**src/rtl/router_pkt_ctrl.sv**
```systemverilog
// Input-side router controller: decodes the header, sequences bytes into FIFO 0..2, checks parity, times out stale channels.
// data_in reaches dout one cycle after acceptance; busy holds the source while a header waits or a stalled byte is parked.
module router_pkt_ctrl #(
    parameter int TIMEOUT = 30,
    parameter int CNT_W   = 5
) (
    input  logic       clock,
    input  logic       resetn,
    input  logic       pkt_valid,
    input  logic [7:0] data_in,
    input  logic [2:0] fifo_full,
    input  logic [2:0] fifo_empty,
    input  logic [2:0] read_enb,
    output logic [2:0] write_enb,
    output logic [7:0] dout,
    output logic       lfd_state,
    output logic       busy,
    output logic [2:0] vld_out,
    output logic [2:0] soft_reset,
    output logic       err,
    output logic       parity_done
);
    typedef enum logic [2:0] {
        DECODE_ADDRESS,
        WAIT_TILL_EMPTY,
        LOAD_FIRST_DATA,
        LOAD_DATA,
        FIFO_FULL_STATE,
        LOAD_AFTER_FULL,
        CHECK_PARITY,
        DROP
    } state_t;

    state_t               state_q, state_d;
    logic [1:0]           addr_q, addr_d;
    logic [7:0]           dout_q, dout_d;
    logic [7:0]           hold_q, hold_d;
    logic [7:0]           calc_par_q, calc_par_d;
    logic [7:0]           pkt_par_q, pkt_par_d;
    logic                 wv_q, wv_d;
    logic                 hold_v_q, hold_v_d;
    logic                 hold_par_q, hold_par_d;
    logic                 err_q, err_d;
    logic                 pdone_q, pdone_d;
    logic [2:0][CNT_W-1:0] cnt_q;
    logic [3:0]           empty_pad, sr_pad;
    logic                 commit, stall, sr_hit, in_pkt;

    always_comb begin
        for (int i = 0; i < 3; i++) begin
            write_enb[i]  = wv_q && (addr_q == 2'(i)) && !fifo_full[i];
            soft_reset[i] = (cnt_q[i] == CNT_W'(TIMEOUT - 1));
        end
    end

    // Address 3 has no FIFO: padding keeps the dynamic index in range.
    assign empty_pad   = {1'b0, fifo_empty};
    assign sr_pad      = {1'b0, soft_reset};
    assign commit      = |write_enb;
    assign stall       = wv_q && !commit;
    assign sr_hit      = sr_pad[addr_q];
    assign in_pkt      = (state_q != DECODE_ADDRESS) && (state_q != DROP);
    assign vld_out     = ~fifo_empty;
    assign dout        = dout_q;
    assign err         = err_q;
    assign parity_done = pdone_q;

    always_comb begin
        state_d    = state_q;
        addr_d     = addr_q;
        dout_d     = dout_q;
        wv_d       = wv_q;
        hold_d     = hold_q;
        hold_v_d   = hold_v_q;
        hold_par_d = hold_par_q;
        calc_par_d = calc_par_q;
        pkt_par_d  = pkt_par_q;
        err_d      = err_q;
        pdone_d    = 1'b0;
        busy       = 1'b0;
        lfd_state  = 1'b0;
        case (state_q)
            DECODE_ADDRESS: begin
                if (pkt_valid) begin
                    addr_d     = data_in[1:0];
                    dout_d     = data_in;
                    calc_par_d = data_in;
                    wv_d       = 1'b0;
                    if (data_in[1:0] == 2'd3)
                        state_d = DROP;
                    else if (empty_pad[data_in[1:0]])
                        state_d = LOAD_FIRST_DATA;
                    else
                        state_d = WAIT_TILL_EMPTY;
                end
            end
            WAIT_TILL_EMPTY: begin
                busy = 1'b1;
                if (empty_pad[addr_q])
                    state_d = LOAD_FIRST_DATA;
            end
            LOAD_FIRST_DATA: begin
                busy      = 1'b1;
                lfd_state = 1'b1;
                wv_d      = 1'b1;
                state_d   = LOAD_DATA;
            end
            LOAD_DATA: begin
                if (pkt_valid)
                    calc_par_d = calc_par_q ^ data_in;
                if (stall) begin
                    hold_d     = data_in;
                    hold_v_d   = 1'b1;
                    hold_par_d = !pkt_valid;
                    state_d    = FIFO_FULL_STATE;
                end else begin
                    dout_d = data_in;
                    wv_d   = 1'b1;
                    if (!pkt_valid) begin
                        pkt_par_d = data_in;
                        state_d   = CHECK_PARITY;
                    end
                end
            end
            FIFO_FULL_STATE: begin
                busy = 1'b1;
                if (commit && hold_v_q) begin
                    dout_d   = hold_q;
                    wv_d     = 1'b1;
                    hold_v_d = 1'b0;
                    state_d  = LOAD_AFTER_FULL;
                end
            end
            LOAD_AFTER_FULL: begin
                busy = 1'b1;
                if (commit) begin
                    wv_d = 1'b0;
                    if (hold_par_q) begin
                        pkt_par_d = dout_q;
                        state_d   = CHECK_PARITY;
                    end else begin
                        state_d = LOAD_DATA;
                    end
                end
            end
            CHECK_PARITY: begin
                busy = 1'b1;
                // The parity byte may already be written when it arrived via the skid path.
                if (!wv_q || commit) begin
                    wv_d    = 1'b0;
                    err_d   = (calc_par_q != pkt_par_q);
                    pdone_d = 1'b1;
                    state_d = DECODE_ADDRESS;
                end
            end
            DROP: begin
                if (!pkt_valid)
                    state_d = DECODE_ADDRESS;
            end
            default: state_d = DECODE_ADDRESS;
        endcase
        if (in_pkt && sr_hit) begin
            wv_d     = 1'b0;
            hold_v_d = 1'b0;
            state_d  = pkt_valid ? DROP : DECODE_ADDRESS;
        end
    end

    always_ff @(posedge clock or negedge resetn) begin
        if (!resetn) begin
            state_q    <= DECODE_ADDRESS;
            addr_q     <= '0;
            dout_q     <= '0;
            hold_q     <= '0;
            calc_par_q <= '0;
            pkt_par_q  <= '0;
            wv_q       <= 1'b0;
            hold_v_q   <= 1'b0;
            hold_par_q <= 1'b0;
            err_q      <= 1'b0;
            pdone_q    <= 1'b0;
            cnt_q      <= '0;
        end else begin
            state_q    <= state_d;
            addr_q     <= addr_d;
            dout_q     <= dout_d;
            hold_q     <= hold_d;
            calc_par_q <= calc_par_d;
            pkt_par_q  <= pkt_par_d;
            wv_q       <= wv_d;
            hold_v_q   <= hold_v_d;
            hold_par_q <= hold_par_d;
            err_q      <= err_d;
            pdone_q    <= pdone_d;
            for (int i = 0; i < 3; i++) begin
                if (!vld_out[i] || read_enb[i] || soft_reset[i])
                    cnt_q[i] <= '0;
                else
                    cnt_q[i] <= cnt_q[i] + CNT_W'(1);
            end
        end
    end
endmodule

```
**config.mk**
```make
export PLATFORM = sky130hd
export DESIGN_NAME = router_pkt_ctrl
export DESIGN_NICKNAME = d
export VERILOG_FILES = /design/src/rtl/router_pkt_ctrl.sv
export SDC_FILE = /design/constraint.sdc
export NUM_CORES = 1
export LEC_CHECK = 0
export BUFFER_PORTS_ARGS = -buffer_cell sky130_fd_sc_hd__buf_2
export CAP_MARGIN = 25
export CORE_MARGIN = 3
export CORE_UTILIZATION = 35
export CTS_CLUSTER_DIAMETER = 200
export DETAILED_ROUTE_END_ITERATION = 10
export PLACE_DENSITY = 0.59
export RECOVER_POWER = 25
export SLEW_MARGIN = 20
export SYNTH_ARGS = -nofsm -noshare
export SYNTH_HDL_FRONTEND = slang
export SYNTH_SLANG_ARGS = --single-unit
```
**constraint.sdc**
```tcl
create_clock -name clock -period 1.9 [get_ports clock]
set_input_delay 0.095 -clock clock [delete_from_list [all_inputs] [get_ports clock]]
set_output_delay 0.095 -clock clock [all_outputs]
set_load 0.05 [all_outputs]
```
== Word level (Yosys, flattened, before mapping) ==
Cells that the tools add are included.
Widths: inputs -> output; s select.

* Bits in writable memories: 0
* Memories: 0
* Input port bits: 20
* Output and inout bits: 21
* Word-level logic and storage cells: 146
* Bits in latches: 0
* ROM bits: 0
* Flip-flop bits (word level): 57

* Bitwise gates (word level): 2
* Divide/modulo/power cells: 0
* Multipliers: 0
* Shift-type cells: 0
* Order comparisons: 2
* Eq/ne operators: 31
* Muxes and demuxes: 49
* Add/subtract/negate cells: 3
* Reductions and logical operators: 45

{| class="wikitable"
|+ Operators with widths
! kind !! count
|-
| $mux 8 || 8
|-
| $mux 3 || 12
|-
| $pmux 8 s2 || 2
|-
| $ne 3x3->1 const B || 9
|-
| $pmux 3 s8 || 1
|-
| $pmux 8 s3 || 1
|-
| $mux 1 || 16
|-
| $add 5x1->5 const B || 3
|-
| $eq 5x5->1 const B || 3
|-
| $mux 5 || 3
|-
| $ne 2x2->1 const B || 7
|-
| $eq 3x3->1 const B || 4
|-
| $logic_and 1x1->1 || 10
|-
| $logic_not 1->1 || 9
|-
| $reduce_bool 3->1 || 3
|-
| $ne 8x8->1 || 1
|-
| $xor 8x8->8 || 1
|-
| $logic_or 1x1->1 || 7
|-
| $reduce_and 7->1 || 1
|-
| $reduce_bool 7->1 || 1
|-
| $bmux 1 s2 || 3
|-
| $eq 3x2->1 const B || 2
|-
| $lt 2x3->1 const B || 2
|-
| $pmux 1 s6 || 1
|-
| 17 further kinds || 22
|}

== Longest topological paths before layout ==
* Word-level depth: 9
* Gate-level depth with buffers: 9
* Mapped depth without buffers: 8

== Worst setup path before layout ==
No wires, ideal clock.

* Path type: register to output
* From: reg addr_q[1]
* To: out write_enb[0]
* Cell stages (with the launch flop): 3
* Arrival: 2.081 ns
* Setup slack: -0.276 ns
* Cell sequence: dfrtp_1 buf_2 nor4_1

* Cells in the longest elaborated chain, start to end: 3

{| class="wikitable"
|+ Ends and longest elaborated chain
! item !! RTL line !! RTL
|-
| start: declaration || 35 || <nowiki>logic [1:0] addr_q, addr_d;</nowiki>
|-
| start signal: assignment || 185 || <nowiki>addr_q <= addr_d;</nowiki>
|-
| $logic_not 2->1 || 51 || <nowiki>write_enb[i] = wv_q && (addr_q == 2'(i)) && !fifo_full[i];</nowiki>
|-
| $logic_and 1x1->1 (2 in a row) || 51 ||
|-
| end: declaration || 14 || <nowiki>output logic [2:0] write_enb,</nowiki>
|}

No other way between the ends.

== Final worst setup path ==
* From: reg addr_q[0]
* To: reg hold_q[7]

* Cells in the longest elaborated chain, start to end: 7
* Elaborated cells between the ends (all ways): 13
* Those cells by class: 2 x eq/ne; 11 x reduce/logical

{| class="wikitable"
|+ Ends and longest elaborated chain
! item !! RTL line !! RTL
|-
| $eq 2x1->1, or another cell as far along || 51 ||
|-
| $logic_and 1x1->1 (2 in a row) || 51 ||
|-
| $reduce_or 3->1 * || 59 || <nowiki>assign commit = |write_enb;</nowiki>
|-
| $logic_not 1->1 * || 60 || <nowiki>assign stall = wv_q && !commit;</nowiki>
|-
| $logic_and 1x1->1 * || 60 ||
|-
| $reduce_and 2->1 (no line) * || - ||
|-
| end signal: assignment || 187 || <nowiki>hold_q <= hold_d;</nowiki>
|-
| end: declaration || 37 || <nowiki>logic [7:0] hold_q, hold_d;</nowiki>
|}

Mark *: on every way between the ends. The rest lies on a longest branch, timed or not.
A chain may end at the register's enable or synchronous reset.

==> out/metrics.yaml <==
global_route:
  grt_usage: 0.151
  overflow: 0
  grt_pass1_wl_mm: 11.9
  antenna_found_initial: 0
  grt_max_degree: 38
  grt_pass1_vias: 2444
route:
  wl_per_cell_um: 14.6
  drt_iter0_markers: 118
  viasPerCell: 5.03
  firstDrtPassIters: 4
  ant_nets: 0
  drc: 0
  dr_total_vias: 2430
  totalWireLength_mm: 7.05
logic_synthesis:
  syn_area_mm2: 0.00306
  synth.ff_latch_count: 57
  syn_area_per_cell_um2: 9.71
  synth_nets: 341
  synthFlopType: "dfrtp_1"
  synth_edf_count: 0
  async_flop_share: 1.00
  ys_seq_area_frac: 0.466
  synth.distinct_cells: 46
  syn_inst: 315
  ys_warn_count: 0
power_and_ir_drop:
  peakVddDrop_uv: 491
  powerDensity_mw_per_mm2: 1690
  p_leak_nw: 1.72
clock_network:
  clk_latency_ns: 0.34
  postCtsSetupBuffers: 0
  cts.sinks: 57
  cts_root_buf: "clkbuf_8"
  htree_levels: 3
  path_clk_slew_ns: 0.07
  cts_buffers: 9
  cts_tree: "built"
  clk_path_buf_depth: 2
layout:
  layout_commonest_cell: "dfrtp_1"
  fillers: 812
  stdcell_area_mm2: 0.00379
  area_growth_pct: 23.9
  multiInputGateArea_mm2: 0.00153
  drive_gt1_frac: 0.272
  layout_common_cells: "56 x dfrtp_1, 36 x nand2_1, 36 x buf_2"
  fin_cells: 483
  seq_area_mm2: 0.00143
  nets: 399
  diodes: 0
outcome:
  outcome: "finished, final reports clean"
sta:
  fin_skew_ns: 0.00903
  max-slew-margin-rel: 0.204
  whs_ns: 0.0696
  fin_crit_ns: 1.79
  slew_viol_final: 0
  max_freq_mhz: 560
  period_share: 0.940
  rsz0062_at_grt: "no"
  hold_viol: 0
  setup_viol: 0
  worst_pin_slew_ns: 1.19
placement:
  io_buffers: 40
  gp_routability_congestion: 0.850
  dp_hpwl_mm: 5.09
  dpl_cell_area_mm2: 0.00351
  dp.cells: 466
critical_path:
  start_kind: "flop"
  end_kind: "flop"
  crit_fanout: 10
  required_ns: 2.13
  crit_arrival_ns: 2.01
  path_class: "flop to flop"
floorplanning:
  coreArea_mm2: 0.00834
  dieHeight_um: 99.5
  start_util: 0.367
  rows: 33
  die-area_mm2: 0.00989
  ios: 41
  fp.dieW_um: 99.5
run:
  drv_cap: 0
min_path:
  min_path_type: "input port to flop"
## cell usage after synthesis, types with 2 or more instances
library cell | n | area share
nand2_1 | 36 | 0.044
and2_1 | 3 | 0.0061
nor3_1 | 2 | 0.0033
or2_1 | 2 | 0.0041
mux2i_1 | 18 | 0.059
buf_2 | 6 | 0.0098
xor2_1 | 6 | 0.017
a21oi_1 | 27 | 0.044
nor2_1 | 34 | 0.042
nor2b_1 | 2 | 0.0041
o211ai_1 | 3 | 0.0074
a32o_1 | 3 | 0.0098
xnor2_1 | 11 | 0.032
o21ai_0 | 10 | 0.016
o22ai_1 | 12 | 0.025
o21ai_1 | 4 | 0.0065
nand4_1 | 3 | 0.0061
dfrtp_1 | 57 | 0.47
mux2_2 | 10 | 0.037
inv_1 | 11 | 0.014
ha_1 | 6 | 0.025
or3_1 | 4 | 0.0082
and4_1 | 2 | 0.0057
clkbuf_1 | 6 | 0.0074
a21oi_2 | 3 | 0.0086
nor4_1 | 2 | 0.0041
nand3_1 | 10 | 0.016
buf_6 | 2 | 0.0074
nand2b_1 | 3 | 0.0061
## sequential cells by signal (all words and copies together) (netlist names)
name,flops
err,1
dout,8
hold_par_q,1
cnt_q,15
addr_q,2
state_q,3
parity_done,1
calc_par_q,8
pkt_par_q,8
hold_v_q,1
hold_q,8
wv_q,1
## power breakdown
group	total [mW]	leakage (nW)	internal (mW)	switching, mW
sequential	2.07	0.700	1.65	0.418
clock	1.41	0.124	0.884	0.527
combinational	2.94	0.893	1.22	1.72
## kinds of logic after synthesis
kind of cell	count (synthesis)	share of synthesized area
simple gates	106	0.159
compound gates	72	0.157
flops	57	0.466
mux	29	0.101
buf+inv	28	0.0434
xor+xnor	17	0.0487
fa+ha+maj	6	0.0245
## worst max-delay path, stage by stage (launching register included)
cell	delay [ns]
dfrtp_1	0.40
mux2_4	0.33
o221ai_4	0.26
or2_1	0.20
buf_12	0.14
mux2_2	0.34
## path summary, 6_finish.rpt
kind                                  from        end  slack (ns)  cells past startpoint
worst max-delay path             addr_q[0]  hold_q[7]        0.11                      5
min in group asynchronous           resetn    dout[6]        0.52                      2
worst min register to register    cnt_q[0]   cnt_q[0]        0.49                      1
worst max register to register   addr_q[0]  hold_q[7]        0.11                      5
worst min-delay path            data_in[6]  hold_q[6]        0.07                      2
max in group asynchronous           resetn  addr_q[1]        0.58                      3
## metal layers
| metal | routed length, um | vias up | share of wire | track usage |
|---|---|---|---|---|
| li1 | - | 1223 | - | - |
| met5 | 0 | - | 0 | 0 |
| met1 | 3320 | 1170 | 0.47 | 0.196 |
| met3 | 169 | 10 | 0.024 | 0.0196 |
| met2 | 3440 | 27 | 0.49 | 0.252 |
| met4 | 116 | 0 | 0.016 | 0.0662 |
## what timing repair did
item,4_1_cts,5_1_grt
setup endpoints to repair,1,3
gates resized for setup,2,6
hold buffers,1,0
pin swaps,0,2
endpoints found under the hold margin,20,0
## per-stage QoR
step           total power, mW  worst slack [ns]   util  setup TNS [ns]
3_3_place_gp              4.94            0.0441  0.420               0
2_1_floorplan             4.17            -0.276      -          -0.552
5_1_grt                   6.87           0.00776  0.454               0
4_1_cts                   6.46            0.0325  0.452               0
6_report                  6.42             0.114  0.454               0
3_5_place_dp              5.00            0.0280  0.420               0
## final cells by class
cell class	count	area share
Clock buffer	9	0.0327
Clock inverter	7	0.0330
Inverter	12	0.0119
Tap cell	105	0.0347
Timing Repair Buffer	63	0.108
Multi-Input combinational cell	230	0.403
Sequential cell	57	0.377
No activity file was read; power rests on OpenSTA's default activity.
